--- config.mk ---
export PLATFORM = sky130hd
export DESIGN_NAME = uart_tx_arbiter
export DESIGN_NICKNAME = d
export VERILOG_FILES = /design/src/rtl/uart_tx_arbiter.sv
export SDC_FILE = /design/constraint.sdc
export NUM_CORES = 1
export LEC_CHECK = 0
export ABC_AREA = 0
export BUFFER_PORTS_ARGS = -buffer_cell sky130_fd_sc_hd__clkbuf_2
export CAP_MARGIN = 20
export CORE_MARGIN = 2
export CORE_UTILIZATION = 44
export DETAILED_ROUTE_END_ITERATION = 8
export GPL_TIMING_DRIVEN = 1
export PLACE_DENSITY = 0.71
export SYNTH_ARGS = -nofsm -noshare
export SYNTH_HDL_FRONTEND = slang
export SYNTH_SLANG_ARGS = --single-unit
--- constraint.sdc ---
create_clock -name clk -period 2.2 [get_ports clk]
set_input_delay 0.22 -clock clk [delete_from_list [all_inputs] [get_ports clk]]
set_output_delay 0.22 -clock clk [all_outputs]
set_load 0.02 [all_outputs]
--- src/rtl/uart_tx_arbiter.sv ---
// Round-robin arbiter sharing one UART transmitter between NREQ byte-stream
// requesters; the grant is held for a whole message until its last byte drains.
module uart_tx_arbiter #(
   parameter int NREQ     = 4,
   parameter int HOLD_MAX = 16,
   parameter int HOLD_W   = 8,
   parameter int CNT_W    = 16,
   localparam int GW      = $clog2(NREQ)
) (
   input  logic              clk,
   input  logic              rst,
   input  logic [NREQ-1:0]   req_valid_i,
   input  logic [NREQ-1:0]   req_last_i,
   input  logic [NREQ*8-1:0] req_data_i,
   output logic [NREQ-1:0]   req_ready_o,
   output logic [7:0]        uart_data_o,
   output logic              uart_en_o,
   input  logic              uart_busy_i,
   output logic [GW-1:0]     grant_o,
   output logic              active_o,
   output logic              abort_o,
   output logic [CNT_W-1:0]  sent_cnt_o
);

   // Handshake: a byte moves from requester i when req_valid_i[i] and
   // req_ready_o[i] are both high at a rising clk edge; ready is only ever
   // raised for the current owner, so at most one bit is set.

   typedef enum logic [1:0] {IDLE, LOAD, SEND, DRAIN} state_t;

   state_t              state;
   logic [GW-1:0]       ptr;
   logic [GW-1:0]       winner;
   logic [GW-1:0]       scan_idx;
   logic [7:0]          data_q;
   logic                last_q;
   logic [HOLD_W-1:0]   hold_cnt;
   logic [7:0]          sel_data;
   logic                sel_valid;
   logic                sel_last;

   // Scan from farthest to nearest so the requester closest after ptr wins.
   always_comb begin
      winner   = ptr;
      scan_idx = '0;
      for (int k = NREQ; k >= 1; k--) begin
         scan_idx = GW'((int'(ptr) + k) % NREQ);
         if (req_valid_i[scan_idx]) winner = scan_idx;
      end
   end

   always_comb begin
      sel_data = 8'h00;
      for (int i = 0; i < NREQ; i++) begin
         if (grant_o == GW'(i)) sel_data = req_data_i[8*i +: 8];
      end
      sel_valid = req_valid_i[grant_o];
      sel_last  = req_last_i[grant_o];
   end

   always_ff @(posedge clk or posedge rst) begin
      if (rst) begin
         state       <= IDLE;
         ptr         <= GW'(NREQ - 1);
         grant_o     <= '0;
         req_ready_o <= '0;
         uart_en_o   <= 1'b0;
         abort_o     <= 1'b0;
         sent_cnt_o  <= '0;
         data_q      <= 8'h00;
         last_q      <= 1'b0;
         hold_cnt    <= '0;
      end else begin
         abort_o <= 1'b0;
         case (state)
            IDLE: begin
               if (|req_valid_i) begin
                  grant_o     <= winner;
                  ptr         <= winner;
                  req_ready_o <= NREQ'(1) << winner;
                  state       <= LOAD;
               end
            end
            LOAD: begin
               if (sel_valid) begin
                  data_q      <= sel_data;
                  last_q      <= sel_last;
                  hold_cnt    <= '0;
                  sent_cnt_o  <= sent_cnt_o + 1'b1;
                  req_ready_o <= '0;
                  uart_en_o   <= 1'b1;
                  state       <= SEND;
               end else if (HOLD_MAX != 0 && hold_cnt == HOLD_W'(HOLD_MAX - 1)) begin
                  // Idle count reaches HOLD_MAX this cycle; ptr stays on the
                  // aborted owner so it drops to lowest priority.
                  abort_o     <= 1'b1;
                  hold_cnt    <= '0;
                  req_ready_o <= '0;
                  state       <= IDLE;
               end else if (HOLD_MAX != 0) begin
                  hold_cnt <= hold_cnt + 1'b1;
               end
            end
            SEND: begin
               if (uart_busy_i) begin
                  uart_en_o <= 1'b0;
                  state     <= DRAIN;
               end
            end
            DRAIN: begin
               if (!uart_busy_i) begin
                  if (last_q) begin
                     state <= IDLE;
                  end else begin
                     req_ready_o <= NREQ'(1) << grant_o;
                     state       <= LOAD;
                  end
               end
            end
            default: state <= IDLE;
         endcase
      end
   end

   assign uart_data_o = data_q;
   assign active_o    = (state != IDLE);

endmodule
==> results.yml <==
power_and_ir_drop:
  clock_power_share_pct: 14.8
  intPower_uw: 2020
  p_per_area_nw_per_um2: 1190
  seq_power_share_pct: 37.9
  ir_drop_uv: 810
  power_frac_comb_pct: 47.3
  p_switching_uw: 1490
  p_total_uw: 3510
  switching_share_pct: 42.4
  p_leak_uw: 0.00149
drt:
  wl_per_cell_um: 13.3
  drt_iter0_markers: 101
  vias_per_cell: 5.26
  drcViolationCount: 0
  firstDrtPassIters: 6
  detail-route-antenna-nets: 0
  num_vias: 2008
  routed_wl_um: 5100
logic_synthesis:
  avgSynthCellArea_um2: 10.2
  synth_flop_cell: "dfrtp_1"
  ys_types: 41
  syn_nets: 277
  yosysTopAreaCell: "dfrtp_1"
  synth_seq_cells: 45
  synth.area.top_cells: "dfrtp_1 45%, mux4_2 9.5%, nand2_1 7.1%, xnor2_1 3.3%, xor2_1 2.9%"
  synth_top_cell_area_share_pct: 45.3
  yosys.area_share.adder_pct: 1.05
  yosysWarningCount: 0
  synth-xor-area-share_pct: 6.27
  synth_compound_area_share_pct: 10.6
  synth-simple-area-share_pct: 20.0
  async_flop_share_pct: 100
  yosysSeqAreaShare_pct: 47.5
  synth_top_family_by_area: "simple AND/OR/NAND/NOR gates"
  synthCells: 232
  synth_area_um2: 2380
  synth_edf_count: 0
  synthMuxAreaShare_pct: 11.7
die:
  coreArea_um2: 5170
  io_pins: 76
  initial_utilization_pct: 45.9
  die_w_um: 77.5
  die_h_um: 77.5
  dieArea_um2: 6000
  rows: 26
hold_path:
  hold_class: "in -> reg"
flow_run:
  drv_cap: 0
cts:
  ctsRootBufferMaster: "clkbuf_8"
  numCtsBuffers: 5
  cts.sinks: 45
  h-tree-depth: 2
  clockBufferDepth: 2
  clk_latency_ns: 0.30
  clk_pin_slew_worst_paths_ns: 0.09
  cts_tree: "built"
grt:
  antenna_found_initial: 0
  first_global_vias: 1965
  overflow: 0
  grt_max_degree: 26
  track_usage_pct: 18.1
  grt_first_pass_wirelength_um: 8960
finish:
  drive_gt1_share_pct: 35.9
  area_growth_pct: 23.9
  antenna-diode-count: 0
  mostFrequentLayoutCell: "clkbuf_2"
  layout_common_cells: "75 x clkbuf_2, 45 x nand2_1, 43 x dfrtp_1"
  final_nets: 356
  final_cell_count_no_fill: 382
setup_path:
  crit_path_end_kind: "flip-flop"
  slowest_stage: "or3_1"
  r2r_slack_ns: 0.39
  cp-start-kind: "flip-flop"
  cp.arrival_ns: 2.01
  worstPathRequired_ns: 2.40
  slowest_delay_ns: 0.44
  worstSetupPathType: "reg -> reg"
  worst-path-buf-inv: 0
  cpLargestDelayFamily: "simple AND/OR/NAND/NOR gates"
  worstPathCellList: "ha_1 > and4b_1 > a211oi_2 > or3_1 > o31ai_1"
  crit_path_max_fanout: 4
sta:
  relSlewSlack_pct: 65.6
  final_max_slew_viol_count: 0
  fin_skew_ns: 0.00902
  fmax_mhz: 551
  setup_tns_ns: 0
  setup_viol: 0
  finalCritPeriodShare_pct: 82.5
  fin_crit_ns: 1.81
  worst_slew_pin_slew_ns: 0.515
  hold_viol: 0
  rsz0062_at_grt: "no"
  fin_hold_ws_ns: 0.286
placement:
  numPortBuffers: 75
  place_hpwl_um: 3860
  placed_cells: 373
  gp_congestion: 0.837
run_status:
  status: "finished clean"
[metrics by stage]
step / area [µm²] / utilization [%] / setup slack [ns]
floorplan: 2380 / - / 0.364
global placement: 2840 / 54.9 / 0.457
detailed placement: 2840 / 54.9 / 0.372
CTS: 2940 / 56.9 / 0.374
global route: 2940 / 56.9 / 0.180
finish: 2940 / 56.9 / 0.385
[state kept, by name (all words and copies together), names as in the netlist, named ones only]
name         cells
grant_o          2
abort_o          1
state            1
req_ready_o      4
hold_cnt         8
sent_cnt_o      16
uart_en_o        1
uart_data_o      8
ptr              2
last_q           1
[cell families after synthesis]
logic type	after synthesis
AOI/OAI and AO/OA	36
xor gates and xnor gates	17
adders and majority gates	2
buffers and inverters	17
DFF	45
muxes	15
and+or+nand+nor	100
[worst reg2reg max path: stages, from the launching register on]
cell      delay, ns
dfrtp_1        0.42
ha_1           0.22
and4b_1        0.27
a211oi_2       0.10
or3_1          0.44
o31ai_1        0.27
[power by group through the flow]
stage	registers, µW	logic (µW)	clock network, µW
6_report	1330	1660	520
5_1_grt	1370	1850	572
4_1_cts	1330	1680	539
3_5_place_dp	1340	1670	0
3_3_place_gp	1320	1650	0
2_1_floorplan	1460	1080	0
[layer usage]
| metal | GRT usage, % | wire, µm | vias up |
|---|---|---|---|
| met5 | 0 | 0 | - |
| met4 | 2.68 | 27 | 0 |
| met3 | 3.95 | 304 | 4 |
| met2 | 29.8 | 2460 | 76 |
| met1 | 25.2 | 2300 | 950 |
| li1 | - | - | 978 |
[cell usage after synthesis (3+ instances only)]
cell type and instances:
clkbuf_1 6, nor2b_1 3, nand2b_1 3, a22o_1 4
o31ai_1 9, inv_1 7, o21ai_0 9, mux2_2 3
nand2_1 45, nor2_1 15, nand3_1 7, xnor2_1 9
nor3_1 8, nand4_1 4, dfrtp_1 43, xor2_1 8
mux4_2 10, a21oi_1 6, and3_1 3
[final timing paths]
check | startpoint | to | cells after the start
setup / recovery | hold_cnt[0] | req_ready_o[2] | 5
hold / removal | uart_busy_i | flip-flop | 3
setup reg to reg | hold_cnt[0] | req_ready_o[2] | 5
hold reg to reg | sent_cnt_o[15] | sent_cnt_o[15] | 1
max in group asynchronous | rst | ptr[1] | 4
min in group asynchronous | rst | sent_cnt_o[15] | 3
[cell type report]
class	instances	area (µm²)
fillers	483	2230
clock buffers	5	68.8
inverters	7	26.3
flip-flops and latches	45	1130
multi-input cells	170	1180
clock inverters	3	22.5
repair buffers	82	430
well taps	70	87.6
[repair_timing]
item | CTS | global route
setup buffers | 0 | 0
endpoints found under the hold margin | 23 | 0
hold buffers | 1 | 0
gates resized for setup | 0 | 0
Note: power is estimated with default switching activity, not from simulation.
